## src/rtl/led_pkg.sv

```systemverilog
// rtl/led_pkg.sv - shared types and constants for the LED matrix scan driver
package led_pkg;

  localparam int NUM_ROWS = 16;

  // [row][col], 1 = lit
  typedef logic [15:0][15:0] pixel_frame_t;

  typedef enum logic [1:0] {
    BLANK,
    LATCH,
    DISPLAY
  } scan_state_t;

endpackage

```

## src/rtl/led_row_timer.sv

```systemverilog
// rtl/led_row_timer.sv - load/terminal-count cycle counter for the scan FSM
// Ports:
//   clk_i     - clock, rising edge
//   rst_i     - synchronous active-high reset
//   restart_i - clear count to 0 (asserted on every state entry)
//   term_i    - terminal count (cycles in state minus one)
//   count_o   - current count
//   done_o    - high while count equals terminal
module led_row_timer #(
  parameter int W = 4
) (
  input  logic         clk_i,
  input  logic         rst_i,
  input  logic         restart_i,
  input  logic [W-1:0] term_i,
  output logic [W-1:0] count_o,
  output logic         done_o
);

  logic [W-1:0] count_q;
  logic [W-1:0] count_d;

  // The FSM always leaves the state on done, so restart follows done and the
  // count can never run past the terminal value.
  always_comb begin
    count_d = count_q + W'(1);
    if (restart_i) begin
      count_d = '0;
    end
  end

  always_ff @(posedge clk_i) begin
    if (rst_i) begin
      count_q <= '0;
    end else begin
      count_q <= count_d;
    end
  end

  assign count_o = count_q;
  assign done_o  = (count_q == term_i);

endmodule

```

## src/rtl/led_scan_driver.sv

```systemverilog
// rtl/led_scan_driver.sv - row-scanning driver for a 16x16 bicolour LED matrix
// Optional PWM brightness: define LED_SCAN_PWM_EN.
// Ports:
//   CLK, RST             - clock, synchronous active-high reset
//   RedPixels, GrnPixels - frame inputs, snapshotted at row-0 latch
//   brightness           - (LED_SCAN_PWM_EN only) duty in 1/16 steps
//   row_sel, row_en      - row address and row driver enable
//   red_col, grn_col     - column drives for row_sel
//   frame_start          - pulse on first DISPLAY cycle of row 0
module led_scan_driver
  import led_pkg::*;
#(
  parameter int DWELL_CYCLES   = 1000,
  parameter int BLANK_CYCLES   = 16,
  parameter int COL_ACTIVE_LOW = 1
) (
  input  logic         CLK,
  input  logic         RST,
  input  pixel_frame_t RedPixels,
  input  pixel_frame_t GrnPixels,
`ifdef LED_SCAN_PWM_EN
  input  logic [3:0]   brightness,
`endif
  output logic [3:0]   row_sel,
  output logic         row_en,
  output logic [15:0]  red_col,
  output logic [15:0]  grn_col,
  output logic         frame_start
);

  localparam int MAX_CYC = (DWELL_CYCLES > BLANK_CYCLES) ? DWELL_CYCLES : BLANK_CYCLES;
  localparam int CW      = $clog2(MAX_CYC + 1);
  localparam logic [CW-1:0] T_BLANK = CW'(BLANK_CYCLES - 1);
  localparam logic [CW-1:0] T_DWELL = CW'(DWELL_CYCLES - 1);
  localparam logic [15:0]   COL_OFF = (COL_ACTIVE_LOW != 0) ? 16'hFFFF : 16'h0000;

  scan_state_t  state_q, state_d;
  logic [3:0]   row_q, row_d;
  logic [3:0]   row_sel_q, row_sel_d;
  logic         row_en_q, row_en_d;
  logic         fs_q, fs_d;
  logic [15:0]  red_q, red_d;
  logic [15:0]  grn_q, grn_d;
  pixel_frame_t fb_red_q, fb_grn_q;

  logic [CW-1:0] term;
  logic [CW-1:0] count;
  logic          done;
  logic          restart;
  logic          latch_row0;
  logic [15:0]   red_row;
  logic [15:0]   grn_row;
  logic          pwm_on;

  led_row_timer #(.W(CW)) u_timer (
    .clk_i     (CLK),
    .rst_i     (RST),
    .restart_i (restart),
    .term_i    (term),
    .count_o   (count),
    .done_o    (done)
  );

  always_comb begin
    state_d = state_q;
    row_d   = row_q;
    term    = T_BLANK;
    case (state_q)
      BLANK: begin
        term = T_BLANK;
        if (done) state_d = LATCH;
      end
      LATCH: begin
        term    = '0;
        state_d = DISPLAY;
      end
      DISPLAY: begin
        term = T_DWELL;
        if (done) begin
          state_d = BLANK;
          row_d   = row_q + 4'd1;
        end
      end
      default: state_d = BLANK;
    endcase
  end

  // Every state is left after its timer expires, so a state change is
  // exactly a state entry.
  assign restart = (state_d != state_q);

`ifdef LED_SCAN_PWM_EN
  logic [3:0] bright_q, bright_d;
  logic [CW:0] cnt_next;
  logic [31:0] cnt_next32;

  // row_en is registered, so the duty test uses the count the timer will
  // hold in the cycle the new row_en is visible.
  always_comb begin
    bright_d   = (state_q == LATCH) ? brightness : bright_q;
    cnt_next   = restart ? '0 : ({1'b0, count} + (CW+1)'(1));
    cnt_next32 = 32'(cnt_next);
    pwm_on     = (cnt_next32[3:0] < bright_d);
  end

  always_ff @(posedge CLK) begin
    if (RST) begin
      bright_q <= '0;
    end else begin
      bright_q <= bright_d;
    end
  end
`else
  logic unused_count;
  assign unused_count = ^count;
  assign pwm_on = 1'b1;
`endif

  // Row 0 reads the live inputs while the snapshot is taken in the same
  // cycle; later rows read the snapshot so the frame cannot tear.
  assign latch_row0 = (state_q == LATCH) && (row_q == 4'd0);
  assign red_row    = latch_row0 ? RedPixels[row_q] : fb_red_q[row_q];
  assign grn_row    = latch_row0 ? GrnPixels[row_q] : fb_grn_q[row_q];

  // Outputs are computed from the next state so they line up with state_q.
  always_comb begin
    red_d     = COL_OFF;
    grn_d     = COL_OFF;
    row_sel_d = row_sel_q;
    row_en_d  = (state_d == DISPLAY) && pwm_on;
    fs_d      = latch_row0;
    if (state_q == LATCH) begin
      red_d = red_row ^ COL_OFF;
      grn_d = grn_row ^ COL_OFF;
    end else if (state_d == DISPLAY) begin
      red_d = red_q;
      grn_d = grn_q;
    end
    if (state_d == LATCH) begin
      row_sel_d = row_q;
    end
  end

  always_ff @(posedge CLK) begin
    if (RST) begin
      state_q   <= BLANK;
      row_q     <= '0;
      row_sel_q <= '0;
      row_en_q  <= 1'b0;
      fs_q      <= 1'b0;
      red_q     <= COL_OFF;
      grn_q     <= COL_OFF;
      fb_red_q  <= '0;
      fb_grn_q  <= '0;
    end else begin
      state_q   <= state_d;
      row_q     <= row_d;
      row_sel_q <= row_sel_d;
      row_en_q  <= row_en_d;
      fs_q      <= fs_d;
      red_q     <= red_d;
      grn_q     <= grn_d;
      if (latch_row0) begin
        fb_red_q <= RedPixels;
        fb_grn_q <= GrnPixels;
      end
    end
  end

  assign row_sel     = row_sel_q;
  assign row_en      = row_en_q;
  assign red_col     = red_q;
  assign grn_col     = grn_q;
  assign frame_start = fs_q;

endmodule
```

## config.mk

```make
export PLATFORM = sky130hd
export DESIGN_NAME = led_scan_driver
export DESIGN_NICKNAME = d
export VERILOG_FILES = /design/src/rtl/led_pkg.sv /design/src/rtl/led_row_timer.sv /design/src/rtl/led_scan_driver.sv
export SDC_FILE = /design/constraint.sdc
export NUM_CORES = 1
export LEC_CHECK = 0
export ABC_AREA = 1
export CAP_MARGIN = 20
export CORE_UTILIZATION = 48
export CTS_CLUSTER_DIAMETER = 120
export DETAILED_ROUTE_END_ITERATION = 10
export PLACE_DENSITY_LB_ADDON = 0.12
export SLEW_MARGIN = 30
export SYNTH_ARGS = -nofsm -noshare
export SYNTH_HDL_FRONTEND = slang
export SYNTH_SLANG_ARGS = --single-unit
```

## constraint.sdc

```tcl
create_clock -name CLK -period 2.5 [get_ports CLK]
set_clock_uncertainty 0.05 [all_clocks]
set_input_delay 0.25 -clock CLK [delete_from_list [all_inputs] [get_ports CLK]]
set_output_delay 0.25 -clock CLK [all_outputs]
set_load 0.02 [all_outputs]
```

* Word level (Yosys, flattened, before mapping)
Index checks and enable logic that the tools add are counted.
** Storage, ports and cells
- Bits of input ports :: 514
- Bits in registers :: 566
- Word-level logic and storage cells :: 74
- Output and inout bits :: 38
** Cells by class
- Bitwise logic cells :: 2
- Reductions and logical operators :: 5
- Muxes and demuxes :: 17
- Eq/ne operators :: 7
- Add/sub/neg operators :: 2
- Magnitude comparators :: 1
** Operators by type and width (number)
- $bmux W16 S4 :: 4
- $mux W16 :: 9
- $not A16 Y16 :: 2
- $pmux W10 S2 :: 1
- $add A10 B1 Y10 const B :: 1
- $eq A10 B10 Y1 :: 1
- $pmux W2 S3 :: 1
- $lt A4 B5 Y1 const B :: 1
- $add A4 B1 Y4 const B :: 1
- $eq A2 B1 Y1 const B :: 2
- $eq A2 B2 Y1 const B :: 2
- $logic_not A4 Y1 :: 1
- $mux W2 :: 2
- $logic_not A2 Y1 :: 1
- $ne A2 B1 Y1 const B :: 1
- $ne A2 B2 Y1 :: 1
- $reduce_and A2 Y1 :: 1
- $reduce_or A2 Y1 :: 1
- $logic_and A1 B1 Y1 :: 1

* Logic depth before layout (Yosys ltp)
Gate-level depths: netlist of run 1.
- Depth in word-level cells :: 8
- Mapped depth :: 15

* By module
From an unflattened synthesis of run 1, not the netlist that was laid out.
** Second synthesis, totals
- Cell total of the unflattened synthesis :: 3875
- Area total of the unflattened synthesis :: 26439.1 um^2
** By module, submodules not included
- led_scan_driver :: sequential area each 11130.7 um^2, area an instance 25856.0 um^2, instances 1, cells an instance 3780
- led_row_timer :: sequential area each 200.2 um^2, area an instance 583.1 um^2, instances 1, cells an instance 95

* Least setup slack after synthesis of run 1
No wires, ideal clock.
- Path type :: register -> register
- From :: reg row_q[0]
- To :: reg grn_q[10] (netlist: grn_col[10])
- Arrival :: 1.947 ns
- Setup slack :: 0.373 ns
- Cell stages (with the launch flop) :: 14
- Path buffers :: 4
- Cells stage by stage :: dfxtp_1 buf_4 inv_2 buf_2 buf_2 ha_1 nand4_4 inv_2 buf_1 nand2_1 nand2_1 nand2_1 nand2_1 nand3_1
** Between the ends
- Cells in the longest elaborated chain, start to end :: 5
** Ends and longest elaborated chain
- start, declared :: line led_scan_driver.sv:38 : logic [3:0] row_q, row_d;
- start signal, assigned :: line led_scan_driver.sv:157 : row_q <= row_d;
- $bmux W16 S4 / $logic_not A4 Y1 (equally long branches) :: line led_scan_driver.sv:123, led_scan_driver.sv:121
- $mux W16 (implied by the code) / $logic_and A1 B1 Y1 (equally long branches) :: line led_scan_driver.sv:123, led_scan_driver.sv:121
- $mux W16 (*) :: line led_scan_driver.sv:123 : assign grn_row = latch_row0 ? GrnPixels[row_q] : fb_grn_q[row_q];
- $not A16 Y16 (no source line) (*)
- $mux W16 (*) :: line led_scan_driver.sv:132 : if (state_q == LATCH) begin
- end signal, assigned :: line led_scan_driver.sv:162 : grn_q <= grn_d;
- end, declared :: line led_scan_driver.sv:43 : logic [15:0] grn_q, grn_d;
Mark *: on every way between the ends. The rest lies on a longest branch, timed or not. The select of a mux whose other input is x is not followed.
A chain may end at the register's enable or synchronous reset.

* Worst setup path in the final report of run 1
- From :: reg row_q[0]
- To :: reg grn_q[3] (netlist: grn_col[3])
The elaborated chain is that of the path after synthesis.

==> run summary, run 1 <==
drc violations: 0
via count: 29800
maximum VDD drop: 0.000540 V
endpoints failing setup: 0
max-cap violations: 0
Total Routing Usage GR: 0.348
clock sinks: 566
Worst Path Required: 2.96 ns
Seq cells post-synth: 566
period utilisation layout: 0.918
setup TNS: 0 ns
vias in the first global route: 26900
fin nets: 5140
area of the multi-input gates: 0.0142 sq mm
register area: 0.0113 sq mm
Power Dens Cells: 556 mW/mm^2
H-tree depth: 2
DR pass1 iterations: 9
Critical-path top delay cell: dfxtp_4
CTS tree: done
Final HPWL DP: 73900 um
startpoint type of the worst setup path: register
max incr delay on CP: 0.42 ns
Slew @ Worst Pin: 0.845 ns
DRT iter0 DRCs: 3371
GR Overflow Total: 0
Tot Pwr: 19.9 mW
post-CTS setup buffer count: 0
die area: 0.0578 sq mm
yosys warns: 0
Routed Antenna Nets: 0
Routed WL: 103000 um
syn_area_per_cell: 6.45 sq um
die width: 240 um
chip height: 240 um
final hold slack: 0.175 ns
CTS Buf Count: 60
CP endpoint kind: register
io pins: 552
Rows: 87
outcome: finished, final reports clean
Final Hold Viols: 0
pin count of the biggest net entering global routing: 133
Largest delay share family, worst path: simple AND/OR/NAND/NOR gates
unrepaired setup endpoints after global routing: no
post-cts sizing count: 0
Synth Net Count: 4750
vias per cell: 5.50
max-slew violation count: 0
Max Freq: 436 MHz
port bufs: 551
Syn Inst Count: 4228
Hold/Removal Path Class: primary input to register
Slew HR: 0.432
Worst Path Arrival: 2.75 ns
layout cells sized above 1: 0.0521
hold_buf cts: 0
WL/cell: 19.1 um
Async SR Flop Fraction: 0
Critical Path, Cell by Cell: inv_8 > buf_12 > nand2_1 > nand3_1 > nand3_1 > o211ai_1 > nand3_1 > nand2_1 > nand2_1 > nand2_1 > nand3_1
fillers: 5305
Netlist cell types: 33
initial core utilization: 0.485
first-pass GRT wire length: 155000 um
CP Buf/Inv Count: 2
prevailing post-synth register cell: dfxtp_1
routability cong.: 0.979
Critical Path Fanout Max: 41
Leakage Power: 13.7 nW
Bufs on Longest Clock Path: 3
minimum clock period: 2.29 ns
Clk pin slew, worst setup/hold paths: 0.06 ns
Clk Latency, worst-skew pair: 0.64 ns
core box area: 0.0563 sq mm
number of flops mapped to enable cells by yosys: 0
antenna violations before repair: 2
Layout area overhead: 31.3%
Seq/Total Area, Yosys: 0.415
CP Class: register to register
Root Buffer: clkbuf_16
Syn Std Cell Area: 0.0273 sq mm
tightest hold or removal path, delay by kind of cell:
family	cells	cell delay [ns]
buffers and inverters	1	0.39
AOI/OAI and AO/OA	1	0.15
and+or+nand+nor	1	0.04
through the flow:
stage          std cells  instance area [sq um]  worst slack (ns)   util
6_report            5417                  35800             0.206  0.637
5_1_grt             5417                  35800           0.00665  0.637
4_1_cts             5416                  35800             0.124  0.636
3_5_place_dp        5312                  33800             0.141  0.600
3_3_place_gp        5312                  33800             0.168  0.600
2_1_floorplan       4228                  27300             0.373      -
logic make-up after synthesis:
logic type / after synthesis / synth area share
DFF: 566 / 0.415
AOI/OAI and AO/OA: 911 / 0.175
xor gates and xnor gates: 9 / 0.00289
and+or+nand+nor: 2315 / 0.339
adders and majority gates: 8 / 0.00367
buffers and inverters: 419 / 0.0644
Yosys cell counts, types with 2 or more instances:
cell type,n,area share
a211oi_1,15,0.0041
a21boi_0,15,0.0041
a21oi_1,176,0.032
buf_1,24,0.0033
buf_2,129,0.024
buf_4,6,0.0017
clkbuf_1,191,0.026
dfxtp_1,566,0.42
ha_1,8,0.0037
inv_1,61,0.0084
inv_2,7,0.00096
nand2_1,872,0.12
nand3_1,319,0.059
nand3_2,3,0.0011
nand4_1,35,0.0080
nor2_1,1073,0.15
nor2_2,3,0.00069
nor3_1,5,0.00092
o211ai_1,15,0.0041
o21ai_0,631,0.12
o21ai_1,2,0.00037
o22ai_1,30,0.0069
o31ai_1,25,0.0069
xnor2_1,3,0.00096
xor2_1,6,0.0019
metal layers:
layer	vias up	global-route usage	wire [um]
met1	13700	0.472	43400
met4	2	0.140	4110
met2	1371	0.554	47000
met3	193	0.0510	8750
met5	-	0	7
li1	14600	-	-
path summary, 6_finish.rpt:
check | start | endpoint | slack [ns] | cells past startpoint
hold reg to reg | fb_grn_q[108] | fb_grn_q[108] | 0.40 | 2
setup reg to reg | row_q[0] | grn_col[3] | 0.21 | 11
setup / recovery | row_q[0] | grn_col[3] | 0.21 | 11
hold / removal | GrnPixels[234] | fb_grn_q[234] | 0.18 | 3
flip-flops by register name (all words and copies together) (netlist names):
register         flops
row_q                4
grn_col             16
red_col             16
fb_red_q           256
row_en               1
state_q              2
u_timer.count_o     10
row_sel              4
frame_start          1
fb_grn_q           256
layout make-up:
class,count,share of cell area
Inverter,69,0.00800
Clock buffer,86,0.0483
Tap cell,756,0.0264
Clock inverter,18,0.00852
Antenna cell,1,0.0000699
Timing Repair Buffer,678,0.195
Multi-Input combinational cell,3243,0.397
Sequential cell,566,0.317
power breakdown:
part	internal [mW]	leakage, nW	switching [mW]
registers	9.02	4.56	0.00615
clock network	5.50	1.00	3.82
logic	0.901	8.16	0.653
placed cells by master (no fill, tap or decap), types with 6 or more instances in the layout:
cell type	count
xor2_1	6
inv_1	61
a21oi_1	176
clkinv_2	7
a21boi_0	15
o211ai_1	15
nand4_1	35
a211oi_1	15
clkbuf_16	60
ha_1	7
dfxtp_1	561
nor2_1	1073
o22ai_1	30
o21ai_0	631
o31ai_1	25
nand3_1	319
clkdlybuf4s50_1	551
buf_4	84
buf_12	42
clkbuf_1	13
clkbuf_8	13
nand2_1	872
bufinv_16	7
No activity file was read; power rests on OpenSTA's default activity.
==> run 2, diff against run 1 <==
--- a/config.mk
+++ b/config.mk
@@ -10,7 +10,8 @@
 export CORE_UTILIZATION = 48
 export CTS_CLUSTER_DIAMETER = 120
 export DETAILED_ROUTE_END_ITERATION = 10
-export PLACE_DENSITY_LB_ADDON = 0.12
+export GPL_TIMING_DRIVEN = 1
+export PLACE_DENSITY = 0.74
 export SLEW_MARGIN = 30
 export SYNTH_ARGS = -nofsm -noshare
 export SYNTH_HDL_FRONTEND = slang
==> run summary, run 2 (same netlist as run 1, synthesis figures left out) <==
outcome: finished, final reports clean
H-tree depth: 2 (unchanged)
Logic pwr share: 0.076 (-0.002)
Clk Latency, worst-skew pair: 0.63 ns (about the same)
Critical-path top delay cell: dfxtp_1
DRT iter0 DRCs: 3314 (-1.7%)
maximum VDD drop: 0.000518 V (-4.0%)
Int Pwr: 14.9 mW (-3.6%)
DR pass1 iterations: 6 (-3)
Routed WL: 103000 um (-0.12%)
unrepaired setup endpoints after global routing: no
Critical Path Fanout Max: 17 (-59%)
die width: 240 um (unchanged)
die area: 0.0578 sq mm (unchanged)
CP endpoint kind: register
startpoint type of the worst setup path: register
pre-CTS WS: 0.123 ns (-0.0182 ns)
r2r setup slk: 0.17 ns (-0.03 ns)
first-pass GRT wire length: 155000 um (+0.48%)
max incr delay on CP: 0.42 ns (about the same)
Root Buffer: clkbuf_16
Layout area overhead: 29.9%
Routed Antenna Nets: 0 (unchanged)
Core Util, Final: 0.630 (-0.00672)
most common library cell in the layout ignoring fill and taps: nor2_1
Final HPWL DP: 72600 um (-1.7%)
Worst Path Arrival: 2.77 ns (+0.02 ns)
Power Dens Cells: 542 mW/mm^2 (-2.5%)
Met3 Wirelength: 9380 um (+7.2%)
period utilisation layout: 0.931 (+0.0137)
CP Class: register to register
hold_buf cts: 0 (unchanged)
sw frac: 0.226 (+0.000382)
routability cong.: 0.954 (-2.6%)
Slew @ Worst Pin: 0.696 ns (-0.148 ns)
Bufs on Longest Clock Path: 3 (unchanged)
most frequent cells in the layout: 1073 x nor2_1, 872 x nand2_1, 631 x o21ai_0, 562 x dfxtp_1, 551 x clkdlybuf4s50_1
vias in the first global route: 26800 (-0.082%)
Crit. Startpoint: state_q[0]
antenna violations before repair: 19 (+17)
top sig layer: met5
Total Routing Usage GR: 0.348 (about the same)
Leakage Power: 13.5 nW (-1.8%)
vias per cell: 5.48 (-0.44%)
R2R depth: 15 (+4)
Worst Path Required: 2.94 ns (-0.02 ns)
most used cell, CP: nand2_1
clock sinks: 566 (unchanged)
Inst Count DP: 5286 (-0.49%)
chip height: 240 um (unchanged)
met2 wire len: 46600 um (-0.77%)
Rows: 87 (unchanged)
worst hold start: GrnPixels[215]
endpoints failing setup: 0 (unchanged)
Critical Path, Cell by Cell: inv_2 > ha_1 > nand2_1 > inv_1 > nor2_1 > nand2_1 > nor2_2 > nand3_2 > nand2_1 > nand2_1 > nand2_4 > nand3_2 > buf_4 > nand2_1 > nand3_1
fin nets: 5114 (-0.51%)
setup ws final: 0.172 ns (-0.0341 ns)
worst r2r src: state_q[0]
io pins: 552 (unchanged)
initial core utilization: 0.485 (unchanged)
port bufs: 551 (unchanged)
CTS tree: done
via count: 29600 (-0.61%)
core box area: 0.0563 sq mm (unchanged)
max-slew violation count: 0 (unchanged)
Hold Path End: fb_grn_q[215]
max-cap violations: 0 (unchanged)
Reg power frac: 0.470 (+0.016)
WL/cell: 19.1 um (about the same)
Max Freq: 430 MHz (-1.5%)
post-CTS setup buffer count: 0 (unchanged)
CTS Buf Count: 60 (unchanged)
pin count of the biggest net entering global routing: 139 (+4.5%)
Cell Count, Final, Fillers Out: 5408 (-0.17%)
Hold/Removal Path Class: primary input to register
drc violations: 0 (unchanged)
Clk pwr share: 0.453 (-0.015)
setup TNS: 0 ns (unchanged)
CP Buf/Inv Count: 3 (+1)
RR Endpoint: grn_col[13]
NetSw: 4.33 mW (-3.4%)
layout cells sized above 1: 0.0460 (-0.00619)
GR Overflow Total: 0 (unchanged)
Largest delay share family, worst path: simple AND/OR/NAND/NOR gates
final hold slack: 0.192 ns (+0.0172 ns)
top flop regs: fb_grn_q: 256 flops, fb_red_q: 256 flops
Slew HR: 0.536 (+0.104)
minimum clock period: 2.33 ns (+0.0341 ns)
Final Hold Viols: 0 (unchanged)
DRT met1 WL: 42300 um (-2.6%)
Hold Path Depth: 3 (unchanged)
Clk pin slew, worst setup/hold paths: 0.06 ns (about the same)
-- run 2: cell type report --
cell class	count	area (sq um)
fillers	5314	20800
multi-input cells	3243	14200
flip-flops and latches	566	11300
repair buffers	652	6740
clock buffers	98	1850
well taps	756	946
inverters	69	287
diodes	17	42.5
clock inverters	7	38.8
-- run 2: power groups by stage --
| stage | registers (mW) | clock network [mW] | logic, mW |
|---|---|---|---|
| after floorplan | 9.23 | 0 | 0.366 |
| after global placement | 9.23 | 0 | 1.44 |
| after detailed placement | 9.23 | 0 | 1.44 |
| after CTS | 9.03 | 8.77 | 1.45 |
| after global routing | 9.02 | 9.15 | 1.56 |
| final | 9.03 | 8.70 | 1.46 |
-- run 2: metrics by stage --
| step | total power, mW | instance area [sq um] |
|---|---|---|
| finish | 19.2 | 35400 |
| global route | 19.7 | 35400 |
| CTS | 19.2 | 35400 |
| detailed placement | 10.7 | 33500 |
| global placement | 10.7 | 33500 |
| floorplan | 9.59 | 27300 |
-- run 2: tightest hold or removal path, stage by stage --
cell             delay [ns]
clkdlybuf4s50_1        0.39
o21ai_0                0.15
nor2_1                 0.04
-- run 2: layer usage --
metal,GRT usage,vias to the layer above
li1,-,14500
met1,0.462,13500
met2,0.546,1412
met3,0.0577,230
met4,0.174,6
met5,0,-
-- run 2: worst max path at each step --
stage / endpoint / cells after the start / slack [ns]
floorplan: grn_col[10] / 13 / 0.37
global placement: grn_col[14] / 14 / 0.20
detailed placement: red_col[10] / 14 / 0.12
CTS: grn_col[13] / 14 / 0.11
global route: red_col[0] / 15 / 0.02
finish: grn_col[13] / 15 / 0.17
-- run 2: repair_timing --
action | 4_1_cts | 5_1_grt
hold endpoints to repair | 0 | 0
setup endpoints to repair | 0 | 39
gates resized for setup | 0 | 3
